`config.mk`:
```
export PLATFORM = sky130hd
export DESIGN_NAME = dma_burst_port
export DESIGN_NICKNAME = d
export VERILOG_FILES = /design/src/rtl/dma_pkg.sv /design/src/rtl/dma_rd_unpack.sv /design/src/rtl/dma_burst_port.sv
export SDC_FILE = /design/constraint.sdc
export NUM_CORES = 1
export LEC_CHECK = 0
export ABC_AREA = 1
export CORE_AREA = 2 2 185 96
export CTS_CLUSTER_DIAMETER = 120
export DETAILED_ROUTE_END_ITERATION = 8
export DIE_AREA = 0 0 187 98
export GPL_TIMING_DRIVEN = 0
export HOLD_SLACK_MARGIN = 0.15
export PLACE_DENSITY = 0.93
export RECOVER_POWER = 25
export SLEW_MARGIN = 20
export SYNTH_ARGS = -nofsm -noshare
export SYNTH_HDL_FRONTEND = slang
export SYNTH_SLANG_ARGS = --single-unit
```
`constraint.sdc`:
```
create_clock -name clk -period 15.7 [get_ports clk]
set_clock_uncertainty 0.2 [all_clocks]
set_input_delay 3.14 -clock clk [delete_from_list [all_inputs] [get_ports clk]]
set_output_delay 3.14 -clock clk [all_outputs]
set_load 0.01 [all_outputs]
```
`src/rtl/dma_pkg.sv`:
```
// Shared constants and FSM encodings for the DMA burst port and its read unpacker.
package dma_pkg;

   localparam int BURST_LEN_DEF = 16;
   localparam int MCB_CMD_BL_W  = 6;

   localparam logic [2:0] MCB_INSTR_RD = 3'b001;
   localparam logic [2:0] MCB_INSTR_WR = 3'b000;

   typedef enum logic [1:0] {R_IDLE, R_CMD, R_DATA, R_DONE} rd_state_t;
   typedef enum logic [1:0] {W_IDLE, W_FILL, W_CMD, W_DONE} wr_state_t;

   // MCB burst length field counts 32-bit words minus one.
   function automatic logic [MCB_CMD_BL_W-1:0] cmd_bl(input int beats);
      return MCB_CMD_BL_W'(beats / 2 - 1);
   endfunction

endpackage

```
`src/rtl/dma_rd_unpack.sv`:
```
// Splits first-word-fall-through 32-bit MCB read words into two 16-bit engine beats,
// low half first, sustaining one beat per cycle.
module dma_rd_unpack #(
   parameter int BURST_LEN = 16
) (
   input  logic        clk,
   input  logic        rst,
   input  logic        clear,
   input  logic        run,
   input  logic        mr_rd_empty,
   input  logic [31:0] mr_rd_data,
   output logic        mr_rd_en,
   output logic [15:0] ob_data,
   output logic        ob_we
);

   localparam logic [7:0] WORDS = 8'(BURST_LEN / 2);

   logic [31:0] word;
   logic        held;
   logic        high_half;
   logic [7:0]  word_cnt;

   // A new word may be popped while the previous one is presenting its high half.
   assign mr_rd_en = run && !mr_rd_empty && (word_cnt < WORDS) && (!held || high_half);
   assign ob_we    = held;
   assign ob_data  = !held ? 16'h0000 : (high_half ? word[31:16] : word[15:0]);

   always_ff @(posedge clk or posedge rst) begin
      if (rst) begin
         word      <= '0;
         held      <= 1'b0;
         high_half <= 1'b0;
         word_cnt  <= '0;
      end else begin
         if (clear) begin
            word_cnt <= '0;
         end else if (mr_rd_en) begin
            word_cnt <= word_cnt + 8'd1;
         end

         if (mr_rd_en) begin
            word      <= mr_rd_data;
            held      <= 1'b1;
            high_half <= 1'b0;
         end else if (held) begin
            if (high_half) begin
               held      <= 1'b0;
               high_half <= 1'b0;
            end else begin
               high_half <= 1'b1;
            end
         end
      end
   end

endmodule

```
`src/rtl/dma_burst_port.sv`:
```
// DMA-side responder: converts engine read/write burst requests into MCB native-port
// commands, unpacking read words into beats and packing write beats into words.
module dma_burst_port
   import dma_pkg::*;
#(
   parameter int BURST_LEN = BURST_LEN_DEF,
   parameter int ADDR_W    = 30
) (
   input  logic                    clk,
   input  logic                    rst,
   input  logic                    reads_en,
   input  logic [ADDR_W-1:0]       rd_addr,
   output logic [15:0]             ob_data,
   output logic                    ob_we,
   input  logic                    writes_en,
   input  logic [ADDR_W-1:0]       wr_addr,
   output logic                    ib_re,
   input  logic [15:0]             ib_data,
   input  logic                    ib_valid,
   output logic                    mr_cmd_en,
   output logic [2:0]              mr_cmd_instr,
   output logic [MCB_CMD_BL_W-1:0] mr_cmd_bl,
   output logic [ADDR_W-1:0]       mr_cmd_addr,
   input  logic                    mr_cmd_full,
   output logic                    mw_cmd_en,
   output logic [2:0]              mw_cmd_instr,
   output logic [MCB_CMD_BL_W-1:0] mw_cmd_bl,
   output logic [ADDR_W-1:0]       mw_cmd_addr,
   input  logic                    mw_cmd_full,
   output logic                    mr_rd_en,
   input  logic [31:0]             mr_rd_data,
   input  logic                    mr_rd_empty,
   output logic                    mw_wr_en,
   output logic [31:0]             mw_wr_data,
   output logic [3:0]              mw_wr_mask,
   input  logic                    mw_wr_full
);

   localparam logic [7:0]        BEATS     = 8'(BURST_LEN);
   localparam logic [7:0]        WORDS     = 8'(BURST_LEN / 2);
   localparam logic [ADDR_W-1:0] ADDR_MASK = ~ADDR_W'(3);

   rd_state_t         rd_state, rd_next;
   logic [ADDR_W-1:0] rd_addr_q;
   logic [7:0]        rd_beats;

   wr_state_t         wr_state, wr_next;
   logic [ADDR_W-1:0] wr_addr_q;
   logic [7:0]        req_cnt;
   logic [7:0]        word_cnt;
   logic              outstanding;
   logic              have_lo;
   logic [15:0]       lo_beat;
   logic              pack_valid;
   logic              accept;

   dma_rd_unpack #(.BURST_LEN(BURST_LEN)) u_unpack (
      .clk         (clk),
      .rst         (rst),
      .clear       (rd_state == R_CMD),
      .run         (rd_state == R_DATA),
      .mr_rd_empty (mr_rd_empty),
      .mr_rd_data  (mr_rd_data),
      .mr_rd_en    (mr_rd_en),
      .ob_data     (ob_data),
      .ob_we       (ob_we)
   );

   always_ff @(posedge clk or posedge rst) begin
      if (rst) begin
         rd_state  <= R_IDLE;
         rd_addr_q <= '0;
         rd_beats  <= '0;
      end else begin
         rd_state <= rd_next;
         if (rd_state == R_IDLE && reads_en) begin
            rd_addr_q <= rd_addr;
            rd_beats  <= '0;
         end else if (ob_we && rd_beats != BEATS) begin
            rd_beats <= rd_beats + 8'd1;
         end
      end
   end

   always_comb begin
      rd_next   = rd_state;
      mr_cmd_en = 1'b0;
      case (rd_state)
         R_IDLE: if (reads_en) rd_next = R_CMD;
         R_CMD: begin
            if (!mr_cmd_full) begin
               mr_cmd_en = 1'b1;
               rd_next   = R_DATA;
            end
         end
         R_DATA: if (ob_we && rd_beats == BEATS - 8'd1) rd_next = R_DONE;
         // Request is a level; it must drop before another burst can start.
         R_DONE: if (!reads_en) rd_next = R_IDLE;
         default: rd_next = R_IDLE;
      endcase
   end

   assign mr_cmd_instr = (rd_state == R_CMD) ? MCB_INSTR_RD : 3'b000;
   assign mr_cmd_bl    = (rd_state == R_CMD) ? cmd_bl(BURST_LEN) : '0;
   assign mr_cmd_addr  = (rd_state == R_CMD) ? (rd_addr_q & ADDR_MASK) : '0;

   // One request in flight; the answering beat frees the slot in the same cycle.
   assign accept   = outstanding && ib_valid;
   assign ib_re    = (wr_state == W_FILL) && (req_cnt < BEATS) && !mw_wr_full &&
                     !pack_valid && (!outstanding || ib_valid);
   assign mw_wr_en = pack_valid && !mw_wr_full;

   always_ff @(posedge clk or posedge rst) begin
      if (rst) begin
         wr_state    <= W_IDLE;
         wr_addr_q   <= '0;
         req_cnt     <= '0;
         word_cnt    <= '0;
         outstanding <= 1'b0;
         have_lo     <= 1'b0;
         lo_beat     <= '0;
         pack_valid  <= 1'b0;
         mw_wr_data  <= '0;
      end else begin
         wr_state <= wr_next;
         if (wr_state == W_IDLE && writes_en) begin
            wr_addr_q   <= wr_addr;
            req_cnt     <= '0;
            word_cnt    <= '0;
            outstanding <= 1'b0;
            have_lo     <= 1'b0;
            pack_valid  <= 1'b0;
         end else begin
            if (ib_re && req_cnt != BEATS) req_cnt <= req_cnt + 8'd1;
            outstanding <= ib_re || (outstanding && !ib_valid);
            if (accept) begin
               if (!have_lo) begin
                  lo_beat <= ib_data;
                  have_lo <= 1'b1;
               end else begin
                  mw_wr_data <= {ib_data, lo_beat};
                  have_lo    <= 1'b0;
               end
            end
            if (accept && have_lo) begin
               pack_valid <= 1'b1;
            end else if (mw_wr_en) begin
               pack_valid <= 1'b0;
            end
            if (mw_wr_en && word_cnt != WORDS) word_cnt <= word_cnt + 8'd1;
         end
      end
   end

   always_comb begin
      wr_next   = wr_state;
      mw_cmd_en = 1'b0;
      case (wr_state)
         W_IDLE: if (writes_en) wr_next = W_FILL;
         W_FILL: if (mw_wr_en && word_cnt == WORDS - 8'd1) wr_next = W_CMD;
         W_CMD: begin
            if (!mw_cmd_full) begin
               mw_cmd_en = 1'b1;
               wr_next   = W_DONE;
            end
         end
         W_DONE: if (!writes_en) wr_next = W_IDLE;
         default: wr_next = W_IDLE;
      endcase
   end

   assign mw_cmd_instr = MCB_INSTR_WR;
   assign mw_cmd_bl    = (wr_state == W_CMD) ? cmd_bl(BURST_LEN) : '0;
   assign mw_cmd_addr  = (wr_state == W_CMD) ? (wr_addr_q & ADDR_MASK) : '0;
   assign mw_wr_mask   = 4'b0000;

endmodule

```
==> results.sh, run 1 <==
export IMPL_io_buffers=229
export IMPL_cts_root_buf="clkbuf_16"
export IMPL_antenna_found_initial=0
export IMPL_final_layout_size_suffix_gt1_share_pct=7.09
export IMPL_vias=7690
export IMPL_num_fill_cells=1317
export IMPL_final_hold_violation_count=0
export IMPL_violations="capacitance limit, slew limit"
export IMPL_tritoncts="yes"
export IMPL_io_pins=253
export IMPL_drc=0
export IMPL_tns_ns=0
export IMPL_dr_pass1_iters=5
export IMPL_gp_congestion=0.860
export IMPL_syn_area_per_cell_um2=7.80
export IMPL_wire_per_inst_um=14.7
export IMPL_syn_area_um2=8370
export IMPL_synth_cell_type_count=27
export IMPL_drt_vias_per_instance=4.84
export IMPL_ys_top_cells_by_area="dfrtp_1 (53%), nand2_1 (21%), inv_1 (6.0%), o21ai_0 (4.1%), nor2_1 (3.0%)"
export IMPL_track_usage_pct=26.1
export IMPL_synth_top_area_cell="dfrtp_1"
export IMPL_die_area_um2=18300
export IMPL_finalHoldWorstSlack_ns=0.283
export IMPL_die_w_um=187
export IMPL_period_minus_slack_ns=8.25
export IMPL_critPathMaxFanout=10
export IMPL_grt_pass1_vias=7724
export IMPL_dieHeight_um=98
export IMPL_power_density_nw_per_um2=176
export IMPL_slew_violations=84
export IMPL_hold_class="reg -> reg"
export IMPL_layout_nets=1474
export IMPL_final_cell_mix="nand2_1 (458), clkdlybuf4s50_1 (225), dfrtp_1 (177), inv_1 (133), o21ai_0 (69)"
export IMPL_clk_pin_slew_ns=0.07
export IMPL_netlist_instances=1074
export IMPL_setup_viol=0
export IMPL_holdBufCountCts=0
export IMPL_ant_nets=0
export IMPL_clkSinkCount=177
export IMPL_cts_buffers=17
export IMPL_diodes=0
export IMPL_grt_pass1_wl_mm=38.1
export IMPL_clock_path_buffers=2
export IMPL_grt_overflow_total=0
export IMPL_ir_drop_uv=110
export IMPL_start_kind="primary input"
export IMPL_yosysWarnings=0
export IMPL_synth_seq_area_share_pct=52.9
export IMPL_fin_crit_sh_pct=52.6
export IMPL_clk_latency_ns=0.42
export IMPL_layout_commonest_cell="nand2_1"
export IMPL_power_leakage_nw=6.28
export IMPL_relSlewSlack_pct=-149
export IMPL_max_freq_ghz=0.121
export IMPL_synth_fa_ha_area_share_pct=2.39
export IMPL_rsz0062_at_grt="no"
export IMPL_dpl_hpwl_mm=17.1
export IMPL_synth_xor_area_share_pct=0.418
export IMPL_cts_resized=0
export IMPL_yosys_area_share_simple_pct=27.9
export IMPL_rows=34
export IMPL_yosys_register_bits=177
export IMPL_cts_setup_buffers=0
export IMPL_tightest_slew_ns=3.72
export IMPL_synth_top_cell_area_share_pct=52.9
export IMPL_coreArea_um2=16900
export IMPL_synth_top_family_by_area="simple AND/OR/NAND/NOR gates"
export IMPL_end_kind="primary output"
export IMPL_syn_to_final_growth_pct=39.3
export IMPL_drt_iter0_drc=572
export IMPL_routed_wl_mm=23.3
export IMPL_required_ns=12.36
export IMPL_hold_depth=2
export IMPL_synth_compound_area_share_pct=5.11
export IMPL_htree_num_levels=4
export IMPL_outcome="finished, violations left"
export IMPL_initial_core_util_pct=49.6
export IMPL_muxShareOfSynthArea_pct=0
export IMPL_maxCapViolCount=1
export IMPL_rr_worst_depth=9
export IMPL_cp_data_arrival_time_ns=4.91
export IMPL_setup_worst_path_class="in -> out"
export IMPL_grt_max_degree=95
## sequential cells by signal, indices dropped and copies added (netlist names), 2 cells and up
signal             flops
lo_beat               16
mw_wr_data            32
rd_addr_q             28
rd_beats               8
rd_state               2
req_cnt                8
u_unpack.word         32
u_unpack.word_cnt      8
word_cnt               8
wr_addr_q             28
wr_state               2
## final cells by class
type / count / area (um^2) / area share [%]
Sequential cell: 177 / 4430 / 38.0
Timing Repair Buffer: 230 / 2320 / 19.9
Tap cell: 234 / 293 / 2.51
Inverter: 138 / 522 / 4.47
Clock buffer: 19 / 443 / 3.80
Multi-Input combinational cell: 710 / 3070 / 26.4
Buffer: 67 / 384 / 3.29
Clock inverter: 13 / 195 / 1.67
## stage by stage
stage / area [um^2] / utilization, % / total power, mW / std cells / setup slack (ns)
after global placement: 11000 / 65.3 / 1.54 / 1555 / 5.32
after detailed placement: 11100 / 65.5 / 1.59 / 1556 / 7.55
after CTS: 11700 / 69.3 / 2.06 / 1588 / 7.55
final: 11700 / 69.0 / 2.05 / 1588 / 7.45
after global routing: 11700 / 69.0 / 2.19 / 1588 / 7.41
after floorplan: 8440 / - / 1.20 / 1092 / 7.56
## report_power, final
group	internal, mW	switching, mW	total [mW]
Clock	0.275	0.189	0.464
Combinational	0.374	0.460	0.834
Sequential	0.638	0.117	0.755
## routing by layer
layer | GRT usage [%] | part of all wire [%]
met1 | 35.8 | 45
met2 | 41.3 | 46
met3 | 6.94 | 7.2
met4 | 6.90 | 1.4
met5 | 0 | 0
## worst max-delay path, stage by stage
cell and delay [ns]:
dlygate4sd3_1 0.58, nor2_1 0.17, nand4_2 0.14, inv_2 0.14
buf_4 0.19, clkdlybuf4s50_1 0.55
## kinds of logic (layout without fill, tap and decap cells)
logic type / after synthesis / in the layout
other cells: 1 / 19
xor+xnor: 4 / 4
buf+inv: 205 / 467
simple gates: 586 / 586
flops: 177 / 177
fa+ha+maj: 16 / 16
compound gates: 85 / 85
## worst paths after layout
check | start | to | slack [ns]
hold / removal | wr_addr_q[5] | wr_addr_q[5] | 0.28
min in group asynchronous | rst | wr_addr_q[17] | 4.07
setup reg to reg | rd_state[0] | u_unpack.word[26] | 13.37
hold reg to reg | wr_addr_q[5] | wr_addr_q[5] | 0.28
setup / recovery | mr_rd_empty | mr_rd_en | 7.45
max in group asynchronous | rst | lo_beat[11] | 9.57
## cells in the mapped netlist
master / instances
nand2_1: 458
dfrtp_1: 177
inv_1: 134
o21ai_0: 69
nor2_1: 68
nand3_1: 31
buf_4: 30
buf_2: 16
ha_1: 16
clkbuf_1: 15
nand4_1: 15
o21ai_1: 9
a21oi_1: 6
buf_6: 4
or2_2: 4
xor2_1: 4
inv_2: 3
nor2_2: 3
clkbuf_2: 2
nand2_4: 2
nor2_4: 2
conb_1: 1
inv_4: 1
nand3_2: 1
nand4_2: 1
nor3_1: 1
o31ai_1: 1
Power figures use the tool's default switching activity.
==> run 2: changes to the inputs <==
--- a/config.mk
+++ b/config.mk
@@ -6,13 +6,13 @@
 export NUM_CORES = 1
 export LEC_CHECK = 0
 export ABC_AREA = 1
-export CORE_AREA = 2 2 185 96
+export CORE_AREA = 2 2 190 99
 export CTS_CLUSTER_DIAMETER = 120
 export DETAILED_ROUTE_END_ITERATION = 8
-export DIE_AREA = 0 0 187 98
+export DIE_AREA = 0 0 192 101
 export GPL_TIMING_DRIVEN = 0
 export HOLD_SLACK_MARGIN = 0.15
-export PLACE_DENSITY = 0.93
+export PLACE_DENSITY = 0.89
 export RECOVER_POWER = 25
 export SLEW_MARGIN = 20
 export SYNTH_ARGS = -nofsm -noshare
==> constraint.sdc (replaced) <==
create_clock -name clk -period 8.7 [get_ports clk]
set_clock_uncertainty 0.2 [all_clocks]
set_input_delay 1.74 -clock clk [delete_from_list [all_inputs] [get_ports clk]]
set_output_delay 1.74 -clock clk [all_outputs]
set_load 0.01 [all_outputs]
==> run 2 against run 1 <==
Effect of this change:
- the flow still finishes with violations (capacitance limit, slew limit)
- die area grew 5.8%
- worst hold slack got worse by 0.0065 ns
- flip-flop and latch count unchanged
- final area about the same
- sequential power is 79% higher
- global-route usage decreased by 2.4 points
- non-clock buffer count unchanged
- combinational power is 79% higher
- setup slack got worse by 4.2 ns
- critical endpoint unchanged
- largest cell class unchanged
- largest power group unchanged
- highest routed layer unchanged
==> results.sh, run 2 (synthesized netlist as in run 1, its figures left out) <==
export IMPL_critical_path_top_delay_family="buffers and inverters"
export IMPL_pre_cts_slack_ns=3.39
export IMPL_final_hold_violation_count=0
export IMPL_track_usage_pct=23.7
export IMPL_outcome="finished, violations left"
export IMPL_final_cell_mix="nand2_1 (458), clkdlybuf4s50_1 (226), dfrtp_1 (177), inv_1 (133), o21ai_0 (69)"
export IMPL_setup_worst_path_class="in -> out"
export IMPL_start_kind="primary input"
export IMPL_timing_final_ws_setup_ns=3.28
export IMPL_num_fill_cells=1477
export IMPL_dpl_hpwl_mm=16.5
export IMPL_dr_pass1_iters=5
export IMPL_routed_wl_mm=22.5
export IMPL_holdBufCountCts=0
export IMPL_io_pins=253
export IMPL_cts_buffers=17
export IMPL_drt_iter0_drc=579
export IMPL_relSlewSlack_pct=-150
export IMPL_die_area_um2=19400
export IMPL_grt_pass1_wl_mm=36.1
export IMPL_p_sw_share_pct=36.7
export IMPL_vias=7669
export IMPL_diodes=0
export IMPL_ant_nets=0
export IMPL_layout_commonest_cell="nand2_1"
export IMPL_ir_drop_uv=201
export IMPL_dieHeight_um=101
export IMPL_p_seq_share_pct=36.9
export IMPL_final_layout_size_suffix_gt1_share_pct=7.16
export IMPL_drc=0
export IMPL_fin_crit_sh_pct=62.3
export IMPL_drt_vias_per_instance=4.81
export IMPL_max_freq_ghz=0.184
export IMPL_critPathMaxFanout=10
export IMPL_cts_setup_buffers=0
export IMPL_setup_viol=0
export IMPL_tightest_slew_ns=3.72
export IMPL_io_buffers=229
export IMPL_finalHoldWorstSlack_ns=0.276
export IMPL_rsz0062_at_grt="no"
export IMPL_violations="capacitance limit, slew limit"
export IMPL_layout_nets=1474
export IMPL_tritoncts="yes"
export IMPL_slowest_stage="dlygate4sd3_1"
export IMPL_switching_power_mw=1.35
export IMPL_clk_latency_ns=0.42
export IMPL_htree_num_levels=4
export IMPL_coreArea_um2=17900
export IMPL_grt_max_degree=94
export IMPL_max_stage_delay_ns=0.61
export IMPL_syn_to_final_growth_pct=39.4
export IMPL_cts_resized=0
export IMPL_wire_per_inst_um=14.1
export IMPL_power_density_nw_per_um2=315
export IMPL_p_comb_share_pct=40.5
export IMPL_antenna_found_initial=0
export IMPL_cp_data_arrival_time_ns=3.48
export IMPL_slew_violations=85
export IMPL_top_regs="mw_wr_data (32), u_unpack.word (32)"
export IMPL_hold_class="reg -> reg"
export IMPL_power_internal_mw=2.32
export IMPL_clock_path_buffers=2
export IMPL_grt_pass1_vias=7446
export IMPL_clock_power_share_pct=22.6
export IMPL_cts_root_buf="clkbuf_16"
export IMPL_die_w_um=192
export IMPL_initial_core_util_pct=46.9
export IMPL_clkSinkCount=177
export IMPL_clk_pin_slew_ns=0.06
export IMPL_path_buf_inv=4
export IMPL_end_kind="primary output"
export IMPL_rows=35
export IMPL_maxCapViolCount=1
export IMPL_period_minus_slack_ns=5.42
export IMPL_gp_congestion=0.905
export IMPL_power_leakage_nw=6.28
export IMPL_cp_cell_sequence="dlygate4sd3_1, nor2_1, nand4_2, inv_2, buf_4, clkdlybuf4s50_1"
export IMPL_grt_overflow_total=0
export IMPL_required_ns=6.76
-- run 2: final cells by class --
| class | instances | area (um^2) | share of cell area [%] |
|---|---|---|---|
| Clock buffer | 18 | 439 | 3.76 |
| Clock inverter | 14 | 200 | 1.72 |
| Buffer | 67 | 384 | 3.29 |
| Inverter | 138 | 522 | 4.47 |
| Timing Repair Buffer | 230 | 2320 | 19.9 |
| Multi-Input combinational cell | 710 | 3070 | 26.3 |
| Tap cell | 240 | 300 | 2.57 |
| Sequential cell | 177 | 4430 | 38.0 |
-- run 2: worst register-to-register path: stages (launching register included) --
cell      delay, ns
dfrtp_1        0.41
inv_1          0.10
ha_1           0.22
nand2_1        0.09
clkbuf_1       0.35
clkbuf_1       0.56
nand2_1        0.13
nand2_1        0.10
-- run 2: worst paths after layout --
kind                                        from                to  slack [ns]  cells after the start
worst min register to register  u_unpack.word[0]  u_unpack.word[0]        0.28                      2
worst max-delay path                 mr_rd_empty          mr_rd_en        3.28                      6
worst min-delay path            u_unpack.word[0]  u_unpack.word[0]        0.28                      2
max in group asynchronous                    rst        lo_beat[6]        3.96                      2
min in group asynchronous                    rst     wr_addr_q[13]        2.65                      2
worst max register to register       rd_state[0]     rd_addr_q[10]        6.49                      7
-- run 2: layer usage --
layer,part of all wire [%],track usage (%),up-vias
li1,-,-,3724
met1,47,33.2,3648
met2,45,38.3,277
met3,7.0,5.08,20
met4,0.80,4.87,0
met5,0,0,-
-- run 2: power groups by stage --
stage,combinational [mW],sequential [mW],clock (mW)
2_1_floorplan,0.816,1.34,0
3_3_place_gp,1.44,1.34,0
4_1_cts,1.51,1.35,0.848
5_1_grt,1.67,1.39,0.880
6_report,1.49,1.35,0.830
3_5_place_dp,1.50,1.36,0
-- run 2: per-stage QoR --
step | power (mW) | instances | instance area (um^2) | setup TNS (ns) | utilization (%)
after floorplan | 2.16 | 1092 | 8440 | 0 | -
after global placement | 2.78 | 1561 | 11000 | -64.66 | 61.8
after detailed placement | 2.85 | 1562 | 11100 | 0 | 61.9
after CTS | 3.70 | 1594 | 11700 | 0 | 65.5
after global routing | 3.94 | 1594 | 11700 | 0 | 65.3
final | 3.67 | 1594 | 11700 | 0 | 65.3
==> run 3: changes to the inputs <==
--- a/config.mk
+++ b/config.mk
@@ -6,13 +6,13 @@
 export NUM_CORES = 1
 export LEC_CHECK = 0
 export ABC_AREA = 1
-export CORE_AREA = 2 2 190 99
+export CORE_AREA = 2 2 201 104
 export CTS_CLUSTER_DIAMETER = 120
 export DETAILED_ROUTE_END_ITERATION = 8
-export DIE_AREA = 0 0 192 101
+export DIE_AREA = 0 0 203 106
 export GPL_TIMING_DRIVEN = 0
 export HOLD_SLACK_MARGIN = 0.15
-export PLACE_DENSITY = 0.89
+export PLACE_DENSITY = 0.84
 export RECOVER_POWER = 25
 export SLEW_MARGIN = 20
 export SYNTH_ARGS = -nofsm -noshare
==> constraint.sdc (replaced) <==
create_clock -name clk -period 4.78 [get_ports clk]
set_clock_uncertainty 0.2 [all_clocks]
set_input_delay 0.956 -clock clk [delete_from_list [all_inputs] [get_ports clk]]
set_output_delay 0.956 -clock clk [all_outputs]
set_load 0.01 [all_outputs]
==> run 3 against run 2 <==
Effect of this change:
- the run still ends with capacitance limit, slew limit left
- total power grew 87%
- clock power grew 100%
- via count shrank 2.4%
- worst hold slack gained 0.0031 ns
- die area grew 11%
- non-clock buffer count grew 4
- combinational power grew 83%
- sequential power grew 82%
- routed wire length grew 0.76%
- global-route usage shrank 2.0 points
- core utilization shrank 6.0 points
==> results.sh, run 3 (synthesized netlist as in run 1, its figures left out) <==
export IMPL_dr_pass1_iters=6
export IMPL_layout_commonest_cell="nand2_1"
export IMPL_outcome="finished, violations left"
export IMPL_slowest_stage="clkbuf_1"
export IMPL_cp_data_arrival_time_ns=2.84
export IMPL_final_cell_mix="nand2_1 (458), clkdlybuf4s50_1 (226), dfrtp_1 (177), inv_1 (133), o21ai_0 (69)"
export IMPL_clk_latency_ns=0.42
export IMPL_holdBufCountCts=0
export IMPL_setup_viol=0
export IMPL_tns_ns=0
export IMPL_cts_buffers=17
export IMPL_clock_path_buffers=2
export IMPL_maxCapViolCount=3
export IMPL_end_kind="primary output"
export IMPL_switching_power_mw=2.45
export IMPL_clk_pin_slew_ns=0.07
export IMPL_routed_wl_mm=22.7
export IMPL_layout_nets=1478
export IMPL_drt_vias_per_instance=4.59
export IMPL_initial_core_util_pct=42.0
export IMPL_dp_cells=1599
export IMPL_cp_cell_sequence="inv_1, ha_1, clkbuf_1, clkbuf_1, nand2_1, inv_1, clkdlybuf4s50_1"
export IMPL_antenna_found_initial=0
export IMPL_p_seq_share_pct=36.0
export IMPL_wire_per_inst_um=13.9
export IMPL_p_sw_share_pct=35.8
export IMPL_grt_pass1_vias=7146
export IMPL_io_pins=253
export IMPL_track_usage_pct=21.7
export IMPL_ant_nets=0
export IMPL_drc=0
export IMPL_relSlewSlack_pct=-19.4
export IMPL_critical_path_top_delay_family="buffers and inverters"
export IMPL_rsz0062_at_grt="no"
export IMPL_violations="capacitance limit, slew limit"
export IMPL_tightest_slew_ns=1.79
export IMPL_critPathMaxFanout=10
export IMPL_final_layout_size_suffix_gt1_share_pct=7.51
export IMPL_die_area_um2=21500
export IMPL_ir_drop_uv=306
export IMPL_grt_overflow_total=0
export IMPL_cts_root_buf="clkbuf_16"
export IMPL_top_regs="mw_wr_data (32), u_unpack.word (32)"
export IMPL_hold_class="reg -> reg"
export IMPL_report_power_total_mw=6.85
export IMPL_die_w_um=203
export IMPL_clkSinkCount=177
export IMPL_grt_pass1_wl_mm=36.9
export IMPL_period_minus_slack_ns=3.99
export IMPL_power_internal_mw=4.40
export IMPL_tritoncts="yes"
export IMPL_coreArea_um2=20000
export IMPL_diodes=0
export IMPL_setup_worst_path_class="reg -> out"
export IMPL_max_stage_delay_ns=0.56
export IMPL_required_ns=3.62
export IMPL_cts_setup_buffers=0
export IMPL_htree_num_levels=4
export IMPL_vias=7486
export IMPL_fin_crit_sh_pct=83.5
export IMPL_power_leakage_nw=6.34
export IMPL_dieHeight_um=106
export IMPL_clock_power_share_pct=24.4
export IMPL_drt_iter0_drc=541
export IMPL_rows=37
export IMPL_power_density_nw_per_um2=579
export IMPL_cts_resized=0
export IMPL_start_kind="flip-flop"
export IMPL_p_comb_share_pct=39.6
export IMPL_slew_violations=100
export IMPL_gp_congestion=0.862
export IMPL_io_buffers=229
export IMPL_path_buf_inv=5
export IMPL_num_fill_cells=1737
export IMPL_max_freq_ghz=0.250
export IMPL_final_hold_violation_count=0
export IMPL_syn_to_final_growth_pct=41.4
export IMPL_grt_max_degree=35
export IMPL_fin_util_pct=59.3
export IMPL_fin_cells=1631
export IMPL_dpl_hpwl_mm=17.0
[run 3: worst paths after layout]
kind	from	to	slack (ns)	cells after the start
worst max-delay path	rd_state[1]	mr_cmd_addr[5]	0.79	7
worst min-delay path	u_unpack.word[13]	u_unpack.word[13]	0.28	2
worst max register to register	rd_state[0]	rd_addr_q[15]	2.51	7
worst min register to register	u_unpack.word[13]	u_unpack.word[13]	0.28	2
max in group asynchronous	rst	mw_wr_data[3]	1.03	5
min in group asynchronous	rst	u_unpack.word[7]	1.07	2
[run 3: power by group through the flow]
stage	Combinational [mW]	Clock [mW]	Sequential [mW]
finish	2.72	1.67	2.46
floorplan	1.48	0	2.44
global placement	2.64	0	2.44
CTS	2.75	1.70	2.46
global route	3.05	1.77	2.53
detailed placement	2.74	0	2.47
[run 3: metrics by stage]
| stage | hold WS [ns] | worst slack [ns] | instance area, um^2 |
|---|---|---|---|
| finish | 0.279 | 0.787 | 11800 |
| floorplan | 0.244 | 1.36 | 8440 |
| CTS | 0.282 | 0.741 | 11900 |
| detailed placement | 0.260 | 1.09 | 11200 |
| global placement | 0.258 | -0.143 | 11100 |
| global route | 0.294 | 0.496 | 11800 |
[run 3: metal layers]
layer  track usage (%)  vias up  share of wire (%)  wire length (um)
met1              32.3     3496                 49             11100
met4              4.69        0               0.84               191
met3              5.61       18                6.7              1530
li1                  -     3740                  -                 -
met2              31.9      232                 43              9870
met5                 0        -                  0                 0
[run 3: cell type report]
class	count	area [um^2]	share of cell area, %
Timing Repair Buffer	234	2350	19.9
Multi-Input combinational cell	710	3070	26.0
Buffer	67	408	3.45
Clock inverter	14	272	2.29
Tap cell	273	342	2.89
Clock buffer	18	439	3.71
Inverter	138	522	4.41
Sequential cell	177	4430	37.4
[run 3: tightest hold or removal path, stage by stage, from the launching register on]
cell     delay, ns
dfrtp_1       0.34
nand2_1       0.05
nand2_1       0.06
